`config.mk`:
```
export PLATFORM = sky130hd
export DESIGN_NAME = segment_display_scanner_flat
export DESIGN_NICKNAME = d
export VERILOG_FILES = /design/src/rtl/segment_display_scanner_if.sv /design/src/rtl/segment_display_scanner.sv /design/src/flat_wrapper.sv
export SDC_FILE = /design/constraint.sdc
export NUM_CORES = 1
export LEC_CHECK = 0
export BUFFER_PORTS_ARGS = -buffer_cell sky130_fd_sc_hd__buf_2
export CELL_PAD_IN_SITES_DETAIL_PLACEMENT = 1
export CELL_PAD_IN_SITES_GLOBAL_PLACEMENT = 1
export CORE_MARGIN = 3
export CORE_UTILIZATION = 30
export CTS_BUF_LIST = sky130_fd_sc_hd__clkbuf_8 sky130_fd_sc_hd__clkbuf_16
export CTS_CLUSTER_SIZE = 25
export DETAILED_ROUTE_END_ITERATION = 12
export HOLD_SLACK_MARGIN = 0.02
export MAX_ROUTING_LAYER = met4
export PLACE_DENSITY = 0.65
export SLEW_MARGIN = 20
export SYNTH_ARGS = -nofsm -noshare
export SYNTH_HDL_FRONTEND = slang
export SYNTH_SLANG_ARGS = --single-unit
```
`constraint.sdc`:
```
create_clock -name clk -period 6.27 [get_ports clk]
set_clock_uncertainty 0.05 [all_clocks]
set_input_delay 0.3135 -clock clk [delete_from_list [all_inputs] [get_ports clk]]
set_output_delay 0.3135 -clock clk [all_outputs]
set_load 0.02 [all_outputs]
```
`src/rtl/segment_display_scanner_if.sv`:
```
// Display update handshake: a new hex value plus decimal points offered to the scanner.
interface segment_display_scanner_if #(
  parameter int DIGITS = 4
);
  logic                  update_valid;
  logic                  update_ready;
  logic [4*DIGITS-1:0]   update_value;
  logic [DIGITS-1:0]     update_dots;

  modport master (output update_valid, update_value, update_dots, input update_ready);
  modport slave  (input update_valid, update_value, update_dots, output update_ready);
endinterface

```
`src/rtl/segment_display_scanner.sv`:
```
// Multiplexed hex 7-segment scanner with dead-time gaps, blanking, leading-zero
// suppression and a single pending buffer that swaps in only at frame boundaries.
//
// state | meaning
// IDLE  | display dark, waiting for enable
// DRIVE | one digit lit for PRESCALE cycles
// GAP   | all anodes off for GAP_CYCLES cycles before the next digit
module segment_display_scanner #(
  parameter int DIGITS     = 4,
  parameter int PRESCALE   = 50000,
  parameter int GAP_CYCLES = 16
) (
  input  logic                      clk,
  input  logic                      rst,
  input  logic                      enable,
  input  logic [DIGITS-1:0]         blank_mask,
  input  logic                      lz_enable,
  segment_display_scanner_if.slave  upd,
  output logic [DIGITS-1:0]         anodes,
  output logic [6:0]                segments,
  output logic                      dot,
  output logic                      frame_start
);

  localparam logic [1:0] S_IDLE  = 2'd0;
  localparam logic [1:0] S_DRIVE = 2'd1;
  localparam logic [1:0] S_GAP   = 2'd2;

  localparam int CMAX = (PRESCALE > GAP_CYCLES) ? PRESCALE : GAP_CYCLES;
  localparam int CW   = $clog2(CMAX + 1);
  localparam int DW   = (DIGITS > 1) ? $clog2(DIGITS) : 1;

  localparam logic [CW-1:0] DRIVE_LAST = CW'(PRESCALE - 1);
  localparam logic [CW-1:0] GAP_LAST   = CW'((GAP_CYCLES > 0) ? GAP_CYCLES - 1 : 0);
  localparam logic [DW-1:0] DIG_LAST   = DW'(DIGITS - 1);

  logic [1:0]          state, nxt_state;
  logic [DW-1:0]       digit, nxt_digit;
  logic [CW-1:0]       cnt, nxt_cnt;
  logic                boundary;
  logic [4*DIGITS-1:0] act_val, act_val_nxt, pend_val;
  logic [DIGITS-1:0]   act_dots, act_dots_nxt, pend_dots;
  logic                pend_full, move_pend;
  logic [DIGITS-1:0]   lz_zero;
  logic                dark;
  logic [DIGITS-1:0]   an_nxt;
  logic [6:0]          seg_nxt;
  logic                dot_nxt;

  function automatic logic [6:0] hex7(input logic [3:0] n);
    case (n)
      4'h0: hex7 = 7'h40;  4'h1: hex7 = 7'h79;  4'h2: hex7 = 7'h24;  4'h3: hex7 = 7'h30;
      4'h4: hex7 = 7'h19;  4'h5: hex7 = 7'h12;  4'h6: hex7 = 7'h02;  4'h7: hex7 = 7'h78;
      4'h8: hex7 = 7'h00;  4'h9: hex7 = 7'h10;  4'hA: hex7 = 7'h08;  4'hB: hex7 = 7'h03;
      4'hC: hex7 = 7'h46;  4'hD: hex7 = 7'h21;  4'hE: hex7 = 7'h06;  default: hex7 = 7'h0E;
    endcase
  endfunction

  always_comb begin
    nxt_state = state;
    nxt_digit = digit;
    nxt_cnt   = cnt;
    boundary  = 1'b0;
    if (state == S_IDLE) begin
      if (enable) begin
        nxt_state = S_DRIVE;
        nxt_digit = '0;
        nxt_cnt   = '0;
        boundary  = 1'b1;
      end
    end else if (!enable) begin
      nxt_state = S_IDLE;
      nxt_digit = '0;
      nxt_cnt   = '0;
    end else if (state == S_DRIVE) begin
      if (cnt == DRIVE_LAST) begin
        nxt_cnt = '0;
        if (GAP_CYCLES > 0) begin
          nxt_state = S_GAP;
        end else begin
          nxt_digit = (digit == DIG_LAST) ? '0 : digit + 1'b1;
          boundary  = (digit == DIG_LAST);
        end
      end else begin
        nxt_cnt = cnt + 1'b1;
      end
    end else begin
      if (cnt == GAP_LAST) begin
        nxt_state = S_DRIVE;
        nxt_cnt   = '0;
        nxt_digit = (digit == DIG_LAST) ? '0 : digit + 1'b1;
        boundary  = (digit == DIG_LAST);
      end else begin
        nxt_cnt = cnt + 1'b1;
      end
    end
  end

  // Pending value lands immediately while idle, otherwise only on a frame boundary.
  assign move_pend        = pend_full && ((state == S_IDLE) || boundary);
  assign act_val_nxt      = move_pend ? pend_val  : act_val;
  assign act_dots_nxt     = move_pend ? pend_dots : act_dots;
  assign upd.update_ready = ~pend_full;

  always_comb begin
    for (int k = 0; k < DIGITS; k++) begin
      lz_zero[k] = ((act_val_nxt >> (4 * k)) == '0);
    end
  end

  // Outputs are computed from the next state so the registers line up with it.
  always_comb begin
    an_nxt  = '1;
    seg_nxt = 7'h7F;
    dot_nxt = 1'b1;
    dark    = blank_mask[nxt_digit] | (lz_enable && (nxt_digit != '0) && lz_zero[nxt_digit]);
    if ((nxt_state == S_DRIVE) && !dark) begin
      an_nxt[nxt_digit] = 1'b0;
      seg_nxt           = hex7(act_val_nxt[nxt_digit*4 +: 4]);
      dot_nxt           = ~act_dots_nxt[nxt_digit];
    end
  end

  always_ff @(posedge clk or posedge rst) begin
    if (rst) begin
      state       <= S_IDLE;
      digit       <= '0;
      cnt         <= '0;
      act_val     <= '0;
      act_dots    <= '0;
      pend_val    <= '0;
      pend_dots   <= '0;
      pend_full   <= 1'b0;
      anodes      <= '1;
      segments    <= 7'h7F;
      dot         <= 1'b1;
      frame_start <= 1'b0;
    end else begin
      state       <= nxt_state;
      digit       <= nxt_digit;
      cnt         <= nxt_cnt;
      act_val     <= act_val_nxt;
      act_dots    <= act_dots_nxt;
      anodes      <= an_nxt;
      segments    <= seg_nxt;
      dot         <= dot_nxt;
      frame_start <= boundary;
      if (move_pend) begin
        pend_full <= 1'b0;
      end else if (upd.update_valid && !pend_full) begin
        pend_full <= 1'b1;
        pend_val  <= upd.update_value;
        pend_dots <= upd.update_dots;
      end
    end
  end

endmodule

```
`src/flat_wrapper.sv`:
```
// flat-port wrapper written by rule: the top's interface ports become plain ports
module segment_display_scanner_flat 
#(
  parameter int DIGITS     = 4,
  parameter int PRESCALE   = 50000,
  parameter int GAP_CYCLES = 16
)
  (clk, rst, enable, blank_mask, lz_enable, anodes, segments, dot, frame_start, upd_update_valid, upd_update_value, upd_update_dots, upd_update_ready);
  segment_display_scanner_if #(.DIGITS(DIGITS)) upd_i ();
  input  logic clk;
  input  logic rst;
  input  logic enable;
  input  logic [DIGITS-1:0] blank_mask;
  input  logic lz_enable;
  output logic [DIGITS-1:0] anodes;
  output logic [6:0] segments;
  output logic dot;
  output logic frame_start;
  input wire logic [$bits(upd_i.update_valid)-1:0] upd_update_valid;
  input wire logic [$bits(upd_i.update_value)-1:0] upd_update_value;
  input wire logic [$bits(upd_i.update_dots)-1:0] upd_update_dots;
  output wire logic [$bits(upd_i.update_ready)-1:0] upd_update_ready;
  assign upd_i.update_valid = upd_update_valid;
  assign upd_i.update_value = upd_update_value;
  assign upd_i.update_dots = upd_update_dots;
  assign upd_update_ready = upd_i.update_ready;
  segment_display_scanner #(.DIGITS(DIGITS), .PRESCALE(PRESCALE), .GAP_CYCLES(GAP_CYCLES)) u_core (.clk(clk), .rst(rst), .enable(enable), .blank_mask(blank_mask), .lz_enable(lz_enable), .upd(upd_i), .anodes(anodes), .segments(segments), .dot(dot), .frame_start(frame_start));
endmodule
```
# Word level (Yosys, flattened, before mapping)

Memories as Yosys holds them, arrays and structs flattened.
Cells that the tools add are included.

Add/subtract/negate cells: 2
Multiply operators: 0
Div/mod/pow operators: 0
Order comparisons: 2
Equal/unequal tests: 6
Shift-type cells: 1
Muxes and demuxes: 38
Bitwise logic cells: 5
Reductions and logical operators: 17

Operators with widths:

| cell                    | number |
|---|---|
| $mux W16                | 7 |
| $logic_not A16 Y1       | 4 |
| $mux W2                 | 12 |
| $add A16 B1 Y16 const B | 1 |
| $eq A16 B16 Y1 const B  | 1 |
| $eq A16 B4 Y1 const B   | 1 |
| $shiftx A16 B5 Y4       | 1 |
| $mux W1                 | 12 |
| $mux W4                 | 2 |
| $mux W7                 | 1 |
| $bmux W1 S2             | 3 |
| $logic_and A1 B1 Y1     | 6 |
| $eq A2 B1 Y1 const B    | 2 |
| $not A4 Y4              | 1 |
| $reduce_bool A2 Y1      | 2 |
| $lt A2 B3 Y1 const B    | 1 |
| $not A1 Y1              | 3 |
| $add A2 B1 Y2 const B   | 1 |
| $demux W1 S2            | 1 |
| $eq A2 B2 Y1 const B    | 1 |
| $ge A2 B1 Y1 const B    | 1 |
| $logic_not A1 Y1        | 2 |
| $logic_not A2 Y1        | 1 |
| $ne A2 B2 Y1 const B    | 1 |
| 3 further kinds         | 3 |

Register bits: 74
Bits in latches: 0
Memory bits (writable): 0
Memory bits (read-only): 112
Input bits: 29
Output and inout port bits: 14
Word-level logic and storage cells: 84
Memories kept: 1

Memories:

| memory          | words | width | rd ports | clocked after memory_dff | write ports | line                          | text |
|---|---|---|---|---|---|---|---|
| (no name shown) | 16    | 7     | 1        | 0                        | 0           | segment_display_scanner.sv:51 | `case (n)` |

# Longest topological paths before layout

Depth after elaboration: 16
Gate-level depth with buffers: 15

# Worst setup path after synthesis

Ideal clock, no wire load.

Path type: register to register
Start point: register u_core.cnt[11]
End point: register u_core.segments[0]
Setup time: 78 ps
Data arrival time: 3392 ps
Data required time: 6142 ps
Setup slack: 2750 ps
Cell stages (with the launch flop): 12
Buffers on the path: 2
Period minus slack after synthesis: 3520 ps
Cells stage by stage: dfrtp_1 or4_1 nand4b_4 mux2i_1 o21ai_0 clkbuf_1 clkbuf_1 mux2i_1 inv_1 ha_1 or3_1 a31o_1

RTL lines:

| element                                                                | line                           | text |
|---|---|---|
| start, declared                                                        | segment_display_scanner.sv:39  | `logic [CW-1:0] cnt, nxt_cnt;` |
| start signal, assigned                                                 | segment_display_scanner.sv:141 | `cnt <= nxt_cnt;` |
| $eq A16 B4 Y1 *                                                        | segment_display_scanner.sv:88  | `if (cnt == GAP_LAST) begin` |
| $mux W2 *                                                              | segment_display_scanner.sv:88  |  |
| $mux W2 *                                                              | segment_display_scanner.sv:75  | `end else if (state == S_DRIVE) begin` |
| $mux W2 *                                                              | segment_display_scanner.sv:71  | `end else if (!enable) begin` |
| $mux W2 *                                                              | segment_display_scanner.sv:64  | `if (state == S_IDLE) begin` |
| net u_core.nxt_digit[1]                                                | segment_display_scanner.sv:38  | `logic [DW-1:0] digit, nxt_digit;` |
| parallel branches: the longest is 6 deep, another holds $mem_v2 Z16 W7 | --                             |  |
| $mux W7 *                                                              | segment_display_scanner.sv:117 | `if ((nxt_state == S_DRIVE) && !dark) begin` |
| net u_core.seg_nxt[0]                                                  | segment_display_scanner.sv:47  | `logic [6:0] seg_nxt;` |
| end signal, assigned                                                   | segment_display_scanner.sv:145 | `segments <= seg_nxt;` |
| end, declared                                                          | segment_display_scanner.sv:20  | `output logic [6:0] segments,` |

Mark *: on every way through the listed nets, which the timed path passes. The select of a mux whose other input is x is not followed.
A chain may end at the register's enable or synchronous reset.

# Final worst setup path

Start point: register u_core.cnt[11]
End point: register u_core.segments[0]

Word-level cells in the longest chain between the ends: 16

RTL lines:

| element                                                                 | line |
|---|---|
| parallel branches: the longest is 15 deep, another holds $mem_v2 Z16 W7 | -- |
| $mux W7 *                                                               | segment_display_scanner.sv:117 |
| net u_core.seg_nxt[0]                                                   | segment_display_scanner.sv:47 |

Marked as above.

==> metrics.cfg <==
[setup_path]
critical_path_arrival_ps = 4120
end_kind = flop
cp-start-kind = flop
worstPathCellList = or4_1 > nand4b_4 > o21a_1 > mux2i_1 > mux2_2 > mux2i_1 > inv_1 > ha_1 > or3_1 > a31o_1
crit_top_cell = mux2i_1
regToRegSetupSlack_ps = 2380
max_stage_delay_ps = 570
r2r_end = u_core.segments[0]
rr_startpoint = u_core.cnt[11]
required_ps = 6490
crit_path_max_fanout = 21
path_class = reg -> reg
critPathSlowestCell = or4_1
r2r_cells = 10

[place]
io_buffer_count = 42
dp_cells = 562
gp_congestion = 0.8218
hpwlAfterDp_um = 6449

[detailed_routing]
vias_per_cell = 4.893
via_count = 2828
drtPass1Iterations = 4
wl_per_cell_um = 15.63
drc_errors = 0
drtAntennaViolNets = 0
wl_um = 9035
first_iter_violations = 106

[die]
dieArea_sq_um = 13860
start_util_pct = 30.92
coreArea_sq_um = 12110
die_h_um = 117.7
num_rows = 40
die_w_um = 117.7
io_pins = 43

[timing]
whs_ps = 148.8
fmax_mhz = 256.8
final_max_slew_viol_count = 0
finalSetupTns_ps = 0
rsz0062_at_grt = no
hold_viol = 0
min_period_ps = 3894
relSlewSlack_pct = 36.33
worst_slew_pin_slew_ps = 950.8
setup_viol = 0
post-route-period-util_pct = 62.11

[hold_path]
whs_path_depth = 2
whs_endpoint = u_core.pend_val[9]
hp-start = upd_update_value[9]
hold_path.class = in -> reg

[flow_run]
drv_cap = 0

[global_route]
grt_max_degree = 75
track_usage_pct = 14.68
grt_antenna_before_repair = 0
grt_pass1_wl_um = 15860
grt_pass1_vias = 3053
grt.overflow.total = 0

[yosys]
synth_area_sq_um = 3745
yosysWarnings = 0
synth_edf_count = 0
syn-num-nets = 405
netlist-cell-type-count = 55
seq_area_frac_synth_pct = 49.85
yosysTopAreaCell = dfrtp_1
syn_inst = 368
yosysTopAreaCellShare_pct = 41.43
ys_seq_elements = 74
syn_area_per_cell_sq_um = 10.18
dominantRegCellSynth = dfrtp_1
netlist_top_cells_area = dfrtp_1 41%, dfstp_2 8.4%, mux2_2 7.5%, nand2_1 6.3%, mux2i_1 4.3%
synthArstFlopShare_pct = 100.0

[cts]
post_cts.repair.setup_buffers = 0
cts_buffers = 9
clk_pin_slew_ps = 60
cts_htree_levels = 3
root_buffer = clkbuf_16
clk_latency_ps = 340
cts_tree = yes
numClockSinks = 74
clock_path_buffers = 2
ctsResizeCount = 0
hold_buffers = 0

[pwr]
p_leak_nw = 2.023
power_density_nw_per_um2 = 369.2
peakVddDrop_uv = 183.4

[status]
status = completed

[cells_and_area]
area_growth_syn_to_layout_pct = 19.81
mostFrequentLayoutCell = nand2_1
most-common-layout-cells = 63 x nand2_1, 62 x dfrtp_1, 42 x buf_2, 25 x mux2_2, 24 x o21ai_0
drive_above_1_share_pct = 27.32
fin_nets = 442
layout.cells.non_filler = 578
n_antenna_cell = 0

flip-flops by register name, indices dropped and copies added, names as in the netlist:
name                flops
u_core.digit            2
u_core.segments         7
u_core.pend_full        1
u_core.state            2
u_core.pend_val        16
u_core.act_dots         4
u_core.act_val         16
u_core.dot              1
u_core.anodes           4
u_core.frame_start      1
u_core.cnt             16
u_core.pend_dots        4
power breakdown:
group | switching, mW | internal, mW | leakage (nW)
logic | 0.212 | 0.146 | 0.939
registers | 0.0471 | 0.580 | 0.902
clock network | 0.203 | 0.469 | 0.182
synthesized netlist by cell type, drive strengths merged (3+ instances only):
cell type,count
or4,3
nor4,8
a21oi,16
inv,11
nor2,19
ha,8
a31oi,3
o21a,3
nor2b,4
dfrtp,62
dfstp,12
nand3,12
nand2,63
mux2i,17
o21ai,29
or3,3
clkbuf,10
o31ai,5
mux2,26
and2,7
and3,10
buf,9
worst max-delay path, delay by kind of cell (launching register included):
family          cells  cell delay [ps]
fa+ha+maj           1              240
mux                 3              960
buf+inv             1              170
compound gates      2              770
flops               1              420
simple gates        3             1190
per-layer routing:
metal / track usage (%) / share of wire (%)
met4: 6.227 / 2.5
met3: 4.709 / 4.4
met2: 21.81 / 45
met1: 18.49 / 48
met5: - / 0
how the worst max path moves through the flow:
stage / from / slack [ps] / end / depth (start not counted)
after floorplan: u_core.cnt[11] / 2750 / u_core.segments[0] / 11
after global placement: u_core.state[1] / 2270 / u_core.segments[0] / 12
after detailed placement: u_core.state[1] / 2100 / u_core.segments[0] / 12
after CTS: u_core.state[1] / 2070 / u_core.segments[0] / 12
after global routing: u_core.cnt[11] / 2050 / u_core.segments[0] / 10
final: u_core.cnt[11] / 2380 / u_core.segments[0] / 10
logic make-up after synthesis:
family	count (synthesis)	share of synthesized area (%)
AOI/OAI and AO/OA	73	12.36
xor gates and xnor gates	2	0.4678
adders and majority gates	8	2.673
buffers and inverters	30	3.675
DFF	74	49.85
muxes	43	12.80
and+or+nand+nor	138	18.18
through the flow:
step / setup slack [ps] / util [%] / cell area, sq um / power, mW
CTS: 2073 / 37.02 / 4484 / 1.683
finish: 2376 / 37.05 / 4487 / 1.657
global route: 2050 / 37.05 / 4487 / 1.761
detailed placement: 2099 / 33.80 / 4094 / 0.9954
floorplan: 2750 / - / 3745 / 0.8970
global placement: 2271 / 33.80 / 4094 / 0.9870
layout make-up:
| class | count | area, sq um |
|---|---|---|
| Inverter | 11 | 41.29 |
| Multi-Input combinational cell | 264 | 1745 |
| Timing Repair Buffer | 45 | 232.7 |
| Clock inverter | 7 | 165.2 |
| Clock buffer | 9 | 225.2 |
| Sequential cell | 74 | 1867 |
| Fill cell | 1416 | 7625 |
| Tap cell | 168 | 210.2 |
Note: power is estimated with default switching activity, not from simulation.
